### config.mk
export PLATFORM = sky130hd
export DESIGN_NAME = uart_tx_frame
export DESIGN_NICKNAME = d
export VERILOG_FILES = /design/src/rtl/uart_tx_frame.sv
export SDC_FILE = /design/constraint.sdc
export NUM_CORES = 1
export LEC_CHECK = 0
export ABC_CLOCK_PERIOD_IN_PS = 6200
export CAP_MARGIN = 0
export CORE_MARGIN = 4
export CORE_UTILIZATION = 58
export DETAILED_ROUTE_END_ITERATION = 16
export PLACE_DENSITY = 0.82
export SLEW_MARGIN = 20
export SYNTH_ARGS = -nofsm -noshare
export SYNTH_HDL_FRONTEND = slang
export SYNTH_SLANG_ARGS = --single-unit
### constraint.sdc
create_clock -name clk -period 6.2 [get_ports clk]
set_input_delay 1.55 -clock clk [delete_from_list [all_inputs] [get_ports clk]]
set_output_delay 1.55 -clock clk [all_outputs]
set_load 0.05 [all_outputs]
### src/rtl/uart_tx_frame.sv
// UART transmitter: valid/ready word stream in, N/E/O parity, 1/2 stop bits out.
// A one-word holding register feeds the serialiser so consecutive frames abut.
module uart_tx_frame #(
  parameter int CLK_FREQ_HZ = 0,
  parameter int BAUD_RATE   = 0,
  parameter int DATA_BITS   = 8,
  parameter int PARITY      = 0,
  parameter int STOP_BITS   = 1
) (
  input  logic                 clk,
  input  logic                 rst,
  input  logic [DATA_BITS-1:0] word_in_data,
  input  logic                 word_in_valid,
  output logic                 word_in_ready,
  output logic                 busy,
  output logic                 bit_out
);

  // Divisor/clamp only keep elaboration legal while the rates are left unset.
  localparam int TPB_RAW       = CLK_FREQ_HZ / ((BAUD_RATE > 0) ? BAUD_RATE : 1);
  localparam int TICKS_PER_BIT = (TPB_RAW >= 2) ? TPB_RAW : 2;
  localparam int TW            = $clog2(TICKS_PER_BIT) + 1;
  localparam int BW            = $clog2(DATA_BITS);

  localparam logic [TW-1:0] LAST_TICK = TW'(TICKS_PER_BIT - 1);
  localparam logic [BW-1:0] LAST_BIT  = BW'(DATA_BITS - 1);
  localparam logic [BW-1:0] LAST_STOP = BW'(STOP_BITS - 1);
  localparam logic          ODD       = (PARITY == 2);

  typedef enum logic [2:0] {S_IDLE, S_START, S_DATA, S_PAR, S_STOP} state_t;

  state_t               state      = S_IDLE;
  logic                 hold_valid = 1'b0;
  logic [DATA_BITS-1:0] hold_data;
  logic [DATA_BITS-1:0] shifter;
  logic                 parity_bit;
  logic [TW-1:0]        tick       = '0;
  logic [BW-1:0]        bit_cnt    = '0;
  logic                 line_q     = 1'b1;
  logic                 line;
  logic                 tick_last;
  logic                 stop_last;
  logic                 do_load;

  assign word_in_ready = !hold_valid;
  assign busy          = hold_valid || (state != S_IDLE);
  assign bit_out       = line_q;

  assign tick_last = (tick == LAST_TICK);
  assign stop_last = (bit_cnt == LAST_STOP);
  // Load from idle, or straight from the last stop tick so frames abut.
  assign do_load   = hold_valid &&
                     ((state == S_IDLE) || ((state == S_STOP) && tick_last && stop_last));

  always_comb begin
    line = 1'b1;
    case (state)
      S_START: line = 1'b0;
      S_DATA:  line = shifter[0];
      S_PAR:   line = parity_bit;
      default: line = 1'b1;
    endcase
  end

  always_ff @(posedge clk) begin
    if (rst) begin
      state      <= S_IDLE;
      hold_valid <= 1'b0;
      tick       <= '0;
      bit_cnt    <= '0;
      line_q     <= 1'b1;
    end else begin
      line_q <= line;
      if (word_in_valid && word_in_ready) begin
        hold_data  <= word_in_data;
        hold_valid <= 1'b1;
      end
      if (do_load) begin
        shifter    <= hold_data;
        parity_bit <= (^hold_data) ^ ODD;
        hold_valid <= 1'b0;
        state      <= S_START;
        tick       <= '0;
        bit_cnt    <= '0;
      end else begin
        case (state)
          S_START: begin
            if (tick_last) begin
              tick  <= '0;
              state <= S_DATA;
            end else tick <= tick + 1'b1;
          end
          S_DATA: begin
            if (tick_last) begin
              tick    <= '0;
              shifter <= {1'b0, shifter[DATA_BITS-1:1]};
              if (bit_cnt == LAST_BIT) begin
                bit_cnt <= '0;
                state   <= (PARITY != 0) ? S_PAR : S_STOP;
              end else bit_cnt <= bit_cnt + 1'b1;
            end else tick <= tick + 1'b1;
          end
          S_PAR: begin
            if (tick_last) begin
              tick  <= '0;
              state <= S_STOP;
            end else tick <= tick + 1'b1;
          end
          S_STOP: begin
            // bit_cnt doubles as the stop-bit index here.
            if (tick_last) begin
              tick <= '0;
              if (stop_last) begin
                bit_cnt <= '0;
                state   <= S_IDLE;
              end else bit_cnt <= bit_cnt + 1'b1;
            end else tick <= tick + 1'b1;
          end
          default: ;
        endcase
      end
    end
  end

endmodule
; After elaboration in Yosys (flattened, before gate mapping)
; Index checks and enable logic that the tools add are counted.
[totals]
register_bits = 27
elab_cells = 72
[op_classes]
add_sub_neg = 2
n_eq_ne = 18
muxes = 18
bitwise = 1
n_reduce_logical = 24
[ops]
columns = cell, n
row1 = $mux 3, 10
row2 = $mux 8, 3
row3 = $ne 3x3->1 const B, 6
row4 = $reduce_and 7->1, 2
row5 = $ne 2x2->1 const B, 6
row6 = $pmux 3 s4, 1
row7 = $reduce_xor 8->1, 1
row8 = $eq 3x2->1 const B, 2
row9 = $eq 3x3->1 const B, 2
row10 = $logic_not 3->1, 2
row11 = $pmux 3 s2, 1
row12 = $reduce_and 3->1, 2
row13 = $reduce_bool 2->1, 3
row14 = $reduce_bool 5->1, 1
row15 = $logic_and 1x1->1, 4
row16 = $reduce_and 2->1, 2
row17 = $reduce_bool 4->1, 1
row18 = $reduce_or 4->1, 1
row19 = $add 3x1->3 const B, 1
row20 = $eq 3x1->1 const B, 1
row21 = $pmux 1 s3, 1
row22 = $reduce_bool 3->1, 1
row23 = $add 2x1->2 const B, 1
row24 = $eq 2x1->1 const B, 1
row25 = 6 further kinds, 7

; Longest topological paths before layout
[depth]
depth_word = 7
depth_mapped = 7
depth_no_buf = 6

; Worst setup path after synthesis
; OpenSTA, ideal clock, no wires.
[synth_path]
path_type = in2reg
startpoint = in word_in_valid
endpoint = reg hold_data[0], enable pin
setup_time_ns = 0.385
t_arrival_ns = 2.224
path_slack_ns = 3.590
path_stages = 1
path_cell_list = nor3b_1
[synth_between]
elab_chain_cells = 2
[synth_rtl]
columns = element, line_no
row1 = "start, declared", 13  ; input logic word_in_valid,
row2 = $logic_and 1x1->1, 74  ; if (word_in_valid && word_in_ready) begin
row3 = $reduce_and 2->1 (no line), --
row4 = "end signal, assigned", 75  ; hold_data <= word_in_data;
row5 = "end, declared", 34  ; logic [DATA_BITS-1:0] hold_data;
; No other way between the ends.
; A chain may end at the register's enable or synchronous reset.

; Final worst setup path
[layout_path]
startpoint = reg state[0]
endpoint = out busy
[layout_between]
elab_chain_cells = 2
[layout_rtl]
columns = element, line_no
row1 = "start, declared", 32  ; state_t state = S_IDLE;
row2 = "start signal, assigned", 99  ; state <= (PARITY != 0) ? S_PAR : S_STOP;
row3 = $reduce_bool 3->1, 46  ; assign busy = hold_valid || (state != S_IDLE);
row4 = $logic_or 1x1->1, 46
row5 = "end, declared", 15  ; output logic busy,
; No other way between the ends.

==> metrics.yaml <==
synthesis:
  ys.flop_type: "edfxtp_1"
  synth.top_cell.area_share_pct: 41.21
  yosysUniqueCellTypes: 26
  synth_area_mm2: 0.001239
  synth_edf_count: 17
  synth_area_leaders: "edfxtp_1, dfxtp_1, mux2_2"
  avgSynthCellArea_um2: 11.80
  ys_ff_latch: 27
  yosys-top-cells-count: "edfxtp_1, nor2_1, dfxtp_1, xnor2_1, mux2_2"
  yosysSeqAreaShare_pct: 57.37
  ys.warnings.count: 0
  async_flop_share_pct: 0
  synth_most_common_cell: "edfxtp_1"
  synth_fp_nets: 119
  netlist_instances: 105
  synth_top_cell_by_area: "edfxtp_1"
die:
  coreArea_mm2: 0.002002
  start_util_pct: 61.88
  die_x_um: 54.22
  row_count: 16
  dieHeight_um: 54.22
  ios: 14
  die_area_mm2: 0.002939
clock_tree:
  hold_buffers: 0
  cts_tree: "yes"
  clk_pin_slew_ps: 130
  clk_path_buf_depth: 2
  cts_root_buf: "clkbuf_4"
  cts_setup_buffers: 0
  ctsHtreeMaxLevel: 1
  clock_latency_ps: 320
  cts.sinks: 27
  post_cts_resized: 0
  cts_buffers: 3
timing:
  maxSlewViolCount: 0
  rsz0062_at_grt: "no"
  finalCritPeriodShare_pct: 55.85
  relSlewSlack_pct: 33.00
  final_hold_viol_count: 0
  fin_skew_ps: 7.063
  worst_pin_slew_ps: 1003
  tns_ps: 0
  max_freq_mhz: 288.8
  finalSetupViolations: 0
  min_period_ps: 3463
power_and_ir_drop:
  p_seq_share_pct: 62.1
  p_clk_share_pct: 21.4
  p_sw_share_pct: 24.68
  p_leak_nw: 0.4521
  powerDensity_mw_per_mm2: 240.9
  switchingPower_w: 0.00008308
  combPwrFrac_pct: 16.5
  intPower_w: 0.0002536
  ir_drop_v: 0.0001927
placement:
  place.gp.congestion: 0.7720
  place_hpwl_um: 1489
  portBuffers: 13
  dp.cells: 140
finish:
  antenna_cells: 0
  nNetsFinal: 132
  areaGrowthSynthToFinish_pct: 12.83
  fillCellCount: 156
  finalNonFillerCells: 144
  layout-drive-gt1-share_pct: 11.11
setup_path:
  cp_max_fo: 12
  path_buf_inv: 1
  worstSetupPathType: "reg -> out"
  r2r-start: "bit_cnt[0]"
  critPathTopFamily: "buffers and inverters"
  cp_slowest_cell: "clkdlybuf4s50_1"
  cp.depth: 3
  cp-end-kind: "output pin"
  max_stage_delay_ps: 790
  required_ps: 4650
  start_kind: "register"
  rr_endpoint: "shifter[3]"
  rrSetupSlack_ps: 3570
  reg2regPathDepth: 6
  path_cells: "nor2_1 > nand2_1 > clkdlybuf4s50_1"
  cp_data_arrival_time_ps: 1910
route:
  via_per_inst: 5.354
  wl_per_cell_um: 13.40
  drt_iter0_drc: 11
  ant_nets: 0
  drtPass1Iterations: 4
  drcViolationCount: 0
  num_vias: 771
  wl_um: 1929
global_routing:
  grt_overflow_total: 0
  track_usage_pct: 16.38
  antenna_found_initial: 0
  grt_pass1_wl_um: 3387
  grt_max_degree: 15
  grt_pass1_vias: 749
min_path:
  hold_end: "tick[1]"
  hp-class: "reg -> reg"
  whs_path_depth: 2
  hp-start: "tick[1]"
status:
  outcome: "complete, no violations"
job:
  max_cap_viol_count: 0
[worst max-delay path by stage]
stage | start | end | slack, ps
global route | state[0] | busy | 2590
floorplan | word_in_valid | hold_data[0] | 3590
global placement | rst | hold_data[1] | 2930
CTS | state[0] | busy | 2730
detailed placement | rst | hold_data[2] | 2840
finish | state[0] | busy | 2740
[metrics by stage]
step	hold WS [ps]	worst slack (ps)	power, W	utilization [%]	cell area (µm²)
final	465.3	2737	0.0003366	69.81	1398
after global routing	480.9	2593	0.0003543	69.81	1398
after CTS	466.2	2726	0.0003410	69.81	1398
after detailed placement	447.6	2842	0.0002688	68.50	1371
after global placement	429.8	2928	0.0002671	68.50	1371
after floorplan	414.9	3590	0.0002534	-	1239
[power groups by stage]
| stage | Clock, W | Combinational (W) | Sequential, W |
|---|---|---|---|
| global route | 0.0000827 | 0.0000606 | 0.000211 |
| floorplan | 0 | 0.0000422 | 0.000211 |
| finish | 0.0000721 | 0.0000554 | 0.000209 |
| detailed placement | 0 | 0.0000554 | 0.000213 |
| CTS | 0.0000760 | 0.0000557 | 0.000209 |
| global placement | 0 | 0.0000543 | 0.000213 |
[cell type report]
class,instances,area [µm²],area share [%]
Clock buffer,4,26.28,1.880
Timing Repair Buffer,13,130.1,9.311
Tap cell,27,33.78,2.417
Multi-Input combinational cell,67,474.2,33.93
Sequential cell,27,710.7,50.85
Inverter,6,22.52,1.611
[worst register-to-register path, cell delays in order (launching register included)]
cell	delay, ps
dfxtp_1	350
inv_1	90
ha_1	200
nand4bb_1	210
a2111oi_4	790
a31oi_1	80
nor2_1	550
[cells in the final DEF (no fill, tap or decap), drive strengths merged, types with 3 or more instances in the layout]
cell type | synthesis | routed
ha | 3 | 3
mux2 | 7 | 7
clkbuf | 0 | 4
nor3 | 5 | 5
dfxtp | 10 | 10
xnor2 | 9 | 9
a21oi | 6 | 6
nor2 | 12 | 12
edfxtp | 17 | 17
nand2 | 5 | 5
clkdlybuf4s50 | 0 | 13
inv | 6 | 6
[cell families after synthesis]
| logic type | count (synthesis) | synth area share, % |
|---|---|---|
| buffers and inverters | 11 | 4.343 |
| adder cells (fa/ha/maj) | 3 | 3.031 |
| AO/OA/AOI/OAI | 11 | 6.768 |
| XOR/XNOR | 10 | 7.071 |
| flip-flops | 27 | 57.37 |
| multiplexers | 8 | 7.172 |
| AND/OR/NAND/NOR | 35 | 14.24 |
[routing by layer]
layer / part of all wire, % / global-route usage, % / wire [µm] / up-vias
met5: 0 / 0 / 0 / -
met4: 1.2 / 6.639 / 23 / 0
met2: 48 / 27.09 / 933 / 21
met3: 4.7 / 3.270 / 90 / 3
met1: 46 / 20.92 / 882 / 362
li1: - / - / - / 385
[registers in the layout, indices dropped and copies added (netlist names)]
signal and flops:
hold_valid 1, bit_out 1, parity_bit 1, hold_data 8
state 3, shifter 8, tick 2, bit_cnt 3
(Power assumes the default switching activity.)
